## src/rtl/load_buffer_pkg.sv

```systemverilog
// Shared types for the load buffer: queued entry layout, FSM state encoding
// and memory access size codes.
package load_buffer_pkg;

    // Widest ROB tag an entry can carry; the top truncates to ROB_TAG_W.
    localparam int LB_TAG_MAX_W = 8;

    localparam logic [1:0] MEM_BYTE = 2'd0;
    localparam logic [1:0] MEM_HALF = 2'd1;
    localparam logic [1:0] MEM_WORD = 2'd2;

    typedef enum logic [1:0] {
        LB_IDLE  = 2'd0,
        LB_WAIT  = 2'd1,
        LB_DRAIN = 2'd2
    } lb_state_e;

    typedef struct packed {
        logic [31:0]             addr;
        logic [LB_TAG_MAX_W-1:0] rob_tag;
        logic [1:0]              size;
        logic                    is_unsigned;
    } lb_entry_t;

endpackage

```

## src/rtl/load_buffer_align.sv

```systemverilog
// Picks a byte/half/word out of a returned doubleword and sign- or
// zero-extends it to 32 bits.
module load_data_align
    import load_buffer_pkg::*;
(
    input  logic [63:0] data,
    input  logic [2:0]  offset,
    input  logic [1:0]  size,
    input  logic        is_unsigned,
    output logic [31:0] value
);

    logic [31:0] low;

    assign low = 32'(data >> {offset, 3'b000});

    always_comb begin
        value = '0;
        case (size)
            MEM_BYTE: value = {{24{~is_unsigned & low[7]}}, low[7:0]};
            MEM_HALF: value = {{16{~is_unsigned & low[15]}}, low[15:0]};
            default:  value = low;
        endcase
    end

endmodule

```

## src/rtl/load_buffer.sv

```systemverilog
// In-order load buffer: circular FIFO of pending loads, one outstanding
// memory read at a time, result held in a single writeback register.
//
// state    | meaning
// LB_IDLE  | no read outstanding; issues head entry when allowed
// LB_WAIT  | read for head entry outstanding; result loads writeback reg
// LB_DRAIN | flushed while a read was outstanding; discard its return
module load_buffer
    import load_buffer_pkg::*;
#(
    parameter int LB_SIZE   = 4,
    parameter int ROB_TAG_W = 4
) (
    input  logic                       clock,
    input  logic                       reset,
    input  logic                       lb_push,
    input  logic [31:0]                in_addr,
    input  logic [ROB_TAG_W-1:0]       in_rob_tag,
    input  logic [1:0]                 in_size,
    input  logic                       in_unsigned,
    input  logic                       flush,
    input  logic                       lb_exec_stall,
    input  logic                       mem_data_valid,
    input  logic [63:0]                mem_data,
    input  logic                       lb_wr_written,
    output logic                       lb_read_mem,
    output logic [31:0]                lb_mem_addr,
    output logic                       lb_full,
    output logic [$clog2(LB_SIZE):0]   lb_count,
    output logic                       lb_wr_valid,
    output logic [31:0]                lb_wr_value,
    output logic [ROB_TAG_W-1:0]       lb_wr_rob_tag
);

    localparam int PTR_W = $clog2(LB_SIZE);
    localparam int CNT_W = PTR_W + 1;

    lb_entry_t        entries [LB_SIZE];
    lb_entry_t        head_entry;
    logic [PTR_W-1:0] head;
    logic [PTR_W-1:0] tail;
    logic [CNT_W-1:0] count;
    lb_state_e        state;
    lb_state_e        state_nxt;
    logic             push_ok;
    logic             issue;
    logic             pop;
    logic [31:0]      aligned;
    logic             tag_unused;

    assign head_entry = entries[head];
    assign lb_count   = count;
    assign lb_full    = (count == CNT_W'(LB_SIZE));

    assign push_ok = lb_push & ~lb_full & ~flush;
    assign issue   = (state == LB_IDLE) && (count != '0) && !lb_exec_stall && !flush;
    assign pop     = (state == LB_WAIT) && mem_data_valid && !flush;

    assign lb_read_mem = issue;
    assign lb_mem_addr = issue ? {head_entry.addr[31:3], 3'b000} : '0;

    // Tag bits above ROB_TAG_W are never driven by a real push.
    assign tag_unused = ^head_entry.rob_tag;

    load_data_align u_align (
        .data        (mem_data),
        .offset      (head_entry.addr[2:0]),
        .size        (head_entry.size),
        .is_unsigned (head_entry.is_unsigned),
        .value       (aligned)
    );

    always_comb begin
        state_nxt = state;
        case (state)
            LB_IDLE:  if (issue) state_nxt = LB_WAIT;
            LB_WAIT: begin
                if (mem_data_valid) state_nxt = LB_IDLE;
                else if (flush)     state_nxt = LB_DRAIN;
            end
            LB_DRAIN: if (mem_data_valid) state_nxt = LB_IDLE;
            default:  state_nxt = LB_IDLE;
        endcase
    end

    // Entry storage needs no reset: occupancy is tracked by head/tail/count.
    always_ff @(posedge clock) begin
        if (push_ok) begin
            entries[tail] <= '{addr:        in_addr,
                               rob_tag:     LB_TAG_MAX_W'(in_rob_tag),
                               size:        in_size,
                               is_unsigned: in_unsigned};
        end
    end

    always_ff @(posedge clock or negedge reset) begin
        if (!reset) begin
            state <= LB_IDLE;
            head  <= '0;
            tail  <= '0;
            count <= '0;
        end else begin
            state <= state_nxt;
            if (flush) begin
                head  <= '0;
                tail  <= '0;
                count <= '0;
            end else begin
                if (push_ok) tail <= tail + 1'b1;
                if (pop)     head <= head + 1'b1;
                count <= count + CNT_W'(push_ok) - CNT_W'(pop);
            end
        end
    end

    always_ff @(posedge clock or negedge reset) begin
        if (!reset) begin
            lb_wr_valid   <= 1'b0;
            lb_wr_value   <= '0;
            lb_wr_rob_tag <= '0;
        end else if (flush) begin
            lb_wr_valid <= 1'b0;
        end else if (pop) begin
            lb_wr_valid   <= 1'b1;
            lb_wr_value   <= aligned;
            lb_wr_rob_tag <= head_entry.rob_tag[ROB_TAG_W-1:0];
        end else if (lb_wr_written) begin
            lb_wr_valid <= 1'b0;
        end
    end

endmodule

```

## config.mk

```make
export PLATFORM = sky130hd
export DESIGN_NAME = load_buffer
export DESIGN_NICKNAME = d
export VERILOG_FILES = /design/src/rtl/load_buffer_pkg.sv /design/src/rtl/load_buffer_align.sv /design/src/rtl/load_buffer.sv
export SDC_FILE = /design/constraint.sdc
export NUM_CORES = 1
export LEC_CHECK = 0
export CAP_MARGIN = 20
export CORE_UTILIZATION = 24
export DETAILED_ROUTE_END_ITERATION = 8
export PLACE_DENSITY = 0.42
export SETUP_SLACK_MARGIN = 0.02
export SLEW_MARGIN = 10
export SYNTH_ARGS = -nofsm -noshare
export SYNTH_HDL_FRONTEND = slang
export SYNTH_SLANG_ARGS = --single-unit
```

## constraint.sdc

```tcl
create_clock -name clock -period 3.91 [get_ports clock]
set_clock_uncertainty 0.1 [all_clocks]
set_input_delay 0.782 -clock clock [delete_from_list [all_inputs] [get_ports clock]]
set_output_delay 0.782 -clock clock [all_outputs]
set_load 0.03 [all_outputs]
```

; Word-level counts from Yosys, hierarchy flattened
; Memory sizes are Yosys's and may differ from the RTL's.
; Cells that the tools add are included.
[totals]
latch_bits = 0
wordCells = 59
ff_bits = 46
output_inout_bits = 74
n_memories = 1
rom_bits = 0
ram_bits = 156
[memory_table]
columns = memory, words, width, rd, rd_ports_with_merged_regs, write_ports, line_no
row1 = entries, 4, 39, 1, 0, 1, load_buffer.sv:38  ; lb_entry_t entries [LB_SIZE];
[classes]
n_div = 0
mul = 0
shifts = 1
reduce_logical = 15
muxes = 17
n_bitwise = 7
n_addsub = 4
magnitude_cmp = 0
n_eq_ne = 7
[ops]
columns = cell, n
row1 = 32-bit one-hot mux with 2 select lines, 1
row2 = 64-bit by 6-bit >> shifter with 32-bit output, 1
row3 = 32-bit two-way mux, 1
row4 = 2-bit two-way mux, 8
row5 = 2-bit one-hot mux with 3 select lines, 1
row6 = 3-bit nonzero test, 2
row7 = 1-bit logical AND, 5
row8 = 1-bit two-way mux, 5
row9 = 2-bit by 1-bit adder with 2-bit output (second input constant), 2
row10 = 1-bit bitwise AND, 4
row11 = 2-bit by 1-bit == test with 1-bit output (second input constant), 2
row12 = 2-bit zero test, 2
row13 = 2-bit inequality test (second input constant), 2
row14 = 2-bit nonzero test, 2
row15 = 3-bit by 1-bit adder with 3-bit output, 1
row16 = 3-bit == test (second input constant), 1
row17 = 3-bit two-way mux, 1
row18 = 3-bit inequality test (second input constant), 1
row19 = 1-bit inverter, 3
row20 = 3-bit AND reduction, 1
row21 = 3-bit by 1-bit subtractor with 3-bit output, 1
row22 = 2-bit == test (second input constant), 1
row23 = 1-bit zero test, 2
row24 = 2-bit AND reduction, 1

; Longest topological paths before layout
[logic_depth]
ltp_word = 7
ltp_mapped = 12

; Modules after synthesis
; A second synthesis with hierarchy kept.
[hier_totals]
hier_cells = 568
hier_area_um2 = 9561.7
[modules_own_cells]
columns = mod, n_inst, cells_each, seq_area_each_um2, area_per_inst_um2
row1 = load_buffer, 1, 375, 5835.6, 7802.5
row2 = load_data_align, 1, 193, 0.0, 1759.2

; Least setup slack after synthesis
; Ideal clock, no wire load.
[synth_path]
path_kind = input-to-reg
startpoint = input mem_data_valid
endpoint = register count[2], in the netlist lb_count[2]
cell_stages = 11
arrival_time_ps = 2804
path_buffers = 2
required_time_ps = 3678
path_slack_ps = 874
setup_time_ps = 132
path_cell_list = nand2_1 nor2_1 clkbuf_1 clkbuf_1 ha_1 inv_1 ha_1 inv_1 fa_1 xnor2_1 nor2_1
[synth_between]
elab_chain_cells = 4
[synth_lines]
columns = element, line_no
row1 = "start, declared", load_buffer.sv:23  ; input logic mem_data_valid,
row2 = 1-bit logical AND (2 in a row), load_buffer.sv:57  ; assign pop = (state == LB_WAIT) && mem_data_valid && !flush;
row3 = 3-bit by 1-bit subtractor with 3-bit output, load_buffer.sv:111  ; count <= count + CNT_W'(push_ok) - CNT_W'(pop);
row4 = 3-bit two-way mux, load_buffer.sv:104  ; if (flush) begin
row5 = "end signal, assigned", load_buffer.sv:111
row6 = "end, declared", load_buffer.sv:42  ; logic [CNT_W-1:0] count;
; Every way passes these cells.
; A chain may end at the register's enable or synchronous reset.

; Final worst setup path
[layout_path]
startpoint = register head[0]
endpoint = output lb_mem_addr[20]
[layout_between]
elab_chain_cells = 2
[layout_lines]
columns = element, line_no
row1 = "start, declared", load_buffer.sv:40  ; logic [PTR_W-1:0] head;
row2 = "start signal, assigned", load_buffer.sv:110  ; if (pop) head <= head + 1'b1;
row3 = memory 4 x 39 bit, n/a
row4 = 32-bit two-way mux, load_buffer.sv:60  ; assign lb_mem_addr = issue ? {head_entry.addr[31:3], 3'b000} : '0;
row5 = "end, declared", load_buffer.sv:27  ; output logic [31:0] lb_mem_addr,
; Every way passes these cells.

==> run summary <==
The number of buffers inserted to repair setup after CTS is 0. For the worst setup path, the data arrival time is between 2 and 3 ns. The die span in x came out at 200.7 um.

Setup violations remaining at the end of the flow were counted as 0. The flop and latch count out of synthesis is 202. In the final design database the tool counted 910 nets. The relative area change from synthesis to final layout is 33.53%. Clock-pin slew was measured on the worst setup and hold paths at 0.06 ns. The number of global-route vias before repair came to 6,257. The warning count from the yosys run came out at 0. The number of antenna violations at the first check in global routing was 0. The first global-routing pass estimated 40.49 mm of wire. Across the run, the number of max-cap violations was 0. The boundary pin count came out at 184.

Overall power consumption after layout is estimated at 7.183 mW. The clock drives 202 sinks. The critical path startpoint category is a flip-flop.

The post-route netlist has 20.30% of its cells at a drive strength greater than 1. The share of the yosys chip area belonging to registers came out at ~60%. The fraction of synthesized cell area taken by the top area cell type is 49.44%. The largest net degree at the start of global routing came out at 69.

In the layout the commonest cells are sky130_fd_sc_hd__edfxtp_1 (156), sky130_fd_sc_hd__clkdlybuf4s50_1 (149), sky130_fd_sc_hd__mux2i_1 (72). Leaving out filler cells and counting taps, the final layout contains approximately 1,300. The endpoint required time on the critical path is 3.03 ns. The flow ran to the end, and the final reports show no timing, DRC or antenna violations. The overall die area is 40,280 um^2. The starting DRC count in detailed routing is around 220. The TritonCTS clock tree is yes. Dividing the final minimum period by the clock period gives 88.82%.

The dominant register cell in the synthesized netlist is sky130_fd_sc_hd__edfxtp_1. The initial utilization of the core area, before any placement, comes to 24.40%. The total count of max-transition violations in the final report came out at 0. Averaged over all synthesized cells, the footprint is 15.48 um^2. The weighted congestion reported at the end of routability-driven placement is 0.7399. The peak fanout along the critical path is 25. The maximum clock path buffer count is 3. The post-detailed-placement half-perimeter wirelength is ~17 mm.

The number of cells produced by synthesis is 612. The synthesized design spends more area on one cell type than any other, namely sky130_fd_sc_hd__edfxtp_1. The time the worst path needs with I/O delays and setup came out at roughly 3.5 ns.

For this design the static power due to leakage is between 4 and 5 nW. The share of async-settable or async-resettable flops after synthesis came out at 22.77%. The total of hold buffers inserted after clock tree synthesis came out at 0.

For the pin with the worst max-slew slack, the measured transition is 0.7910 ns. The number of port buffers came out at 180. The placed standard-cell area came out at between 10,000 and 15,000 um^2. Setup total negative slack on the finished layout was measured at 0 ns. The count of endpoints failing hold in the final timing report was 0.

After detailed routing, the average wire length per cell comes to 19.98 um. The post-detailed-route via-to-cell ratio is 4.411. Global routing used 13.24% of the available tracks across all layers. Global routing finished with a remaining overflow of 0.

The routed design has approximately 27 mm of wire. The maximum VDD drop is 0.3162 mV. In this run the power density over the cells is 567.7 nW/um^2.

The DRC violations left came out at 0. The cell sitting at the root of the clock tree is a sky130_fd_sc_hd__clkbuf_16. The number of search-and-repair iterations in the first detailed-routing pass is 5. The CTS buffer count came out at 26. The worst setup path is captured at a primary output. Setup repair after global routing left no endpoint under its margin.

The finished cells cover 12,650 um^2. The number of levels the H-tree was split into came out at 1. Leaving out fill and tap cells, the most frequent cell in the layout is sky130_fd_sc_hd__edfxtp_1.

The netlist uses between 40 and 50 different library cells. The cell row count came out at 72. Ranked by total cell area, the synthesized netlist is headed by sky130_fd_sc_hd__edfxtp_1 (49%), sky130_fd_sc_hd__dfrtp_1 (12%), sky130_fd_sc_hd__mux4_2 (9.3%), sky130_fd_sc_hd__mux2i_1 (7.6%), sky130_fd_sc_hd__nor2b_1 (2.4%). The type of the most critical hold path is input port to asynchronous set/reset pin. The clock latency on the worst-skew pair came out at 0.55 ns. The y dimension of the die is 200.7 um. The count of flip-flops with a built-in enable after synthesis came out at around 160. Once detail routing completed, the nets flagged for antenna violations numbered 0. The highest attainable clock frequency came out at 288.0 MHz. The post-synthesis instance area is 9475 um^2.

The placed cell count came out at 1,282. The critical path is of the flip-flop to primary output type. The routed via count came out at 5,876. For this run, the share of the core covered by cells in the final layout is about a third.

The normalized max-slew margin came out at between 40% and 50%. The area of the core region came out at 38,830 um^2. The post-CTS resize count is 0.
-- final cells by class --
cell class                      instances  area (um^2)
Fill cell                            3812        26180
Sequential cell                       202         5838
Multi-Input combinational cell        355         3321
Timing Repair Buffer                  201         1954
Clock buffer                           30        675.6
Tap cell                              518        648.1
Clock inverter                         18        186.4
Inverter                                7        26.28
Antenna cell                            1        2.502
-- stage by stage --
| stage | setup WS [ns] | hold slack [ns] |
|---|---|---|
| 2_1_floorplan | 0.8739 | 0.3864 |
| 3_3_place_gp | 0.5859 | 0.3917 |
| 3_5_place_dp | 0.5616 | 0.3984 |
| 4_1_cts | 0.2710 | 0.3228 |
| 5_1_grt | 0.2262 | 0.01373 |
| 6_report | 0.4373 | 0.02311 |
-- power by group --
group | internal, mW | switching [mW]
registers | 2.61 | 0.145
clock network | 1.44 | 0.936
logic | 0.876 | 1.18
total | 4.92 | 2.26
-- logic make-up (layout without fill, tap and decap cells) --
group / after synthesis / after routing / share of synthesized area [%]
flops: 202 / 202 / 61.59
simple gates: 126 / 126 / 7.144
mux: 117 / 117 / 17.64
compound gates: 97 / 97 / 8.372
buf+inv: 57 / 256 / 3.750
fa+ha+maj: 7 / 7 / 1.004
xor+xnor: 5 / 5 / 0.4623
other cells: 1 / 4 / 0.03958
-- critical path, stage by stage, from the launching register on --
cell and delay (ns):
sky130_fd_sc_hd__dfrtp_2 0.53, sky130_fd_sc_hd__buf_4 0.53, sky130_fd_sc_hd__mux4_2 0.62, sky130_fd_sc_hd__nor2b_1 0.16, sky130_fd_sc_hd__buf_4 0.18
-- sequential cells by signal, summed over array words and instances, names as in the netlist --
register       count
lb_wr_valid        1
head               2
state              2
lb_wr_value       32
lb_count           3
tail               2
lb_wr_rob_tag      4
entries          156
-- metal layers --
| layer | wire length [um] | GRT usage [%] |
|---|---|---|
| met5 | 0 | 0 |
| met2 | 12350 | 21.44 |
| met4 | 459 | 2.508 |
| met3 | 1613 | 3.799 |
| met1 | 12200 | 17.66 |
-- final timing paths --
kind,cells after the start,slack (ns),end,startpoint
min in group clock,1,0.42,lb_wr_rob_tag[0],lb_wr_rob_tag[0]
worst max register to register,6,0.89,lb_wr_value[26],head[0]
worst min register to register,1,0.42,lb_wr_rob_tag[0],lb_wr_rob_tag[0]
worst min-delay path,1,0.02,lb_wr_value[11],reset
worst max-delay path,4,0.44,lb_mem_addr[20],head[0]
max in group asynchronous,3,2.96,lb_wr_value[25],reset
-- Yosys cell counts (11+ instances only) --
library cell / instances
sky130_fd_sc_hd__o21ai_0: 19
sky130_fd_sc_hd__buf_6: 16
sky130_fd_sc_hd__o211ai_1: 14
sky130_fd_sc_hd__a31oi_1: 11
sky130_fd_sc_hd__mux2i_1: 72
sky130_fd_sc_hd__edfxtp_1: 156
sky130_fd_sc_hd__o22ai_1: 16
sky130_fd_sc_hd__a41oi_2: 12
sky130_fd_sc_hd__dfrtp_1: 46
sky130_fd_sc_hd__nor2_1: 50
sky130_fd_sc_hd__mux4_2: 39
sky130_fd_sc_hd__clkbuf_1: 16
sky130_fd_sc_hd__nor2b_1: 36
Note: power is estimated with default switching activity, not from simulation.
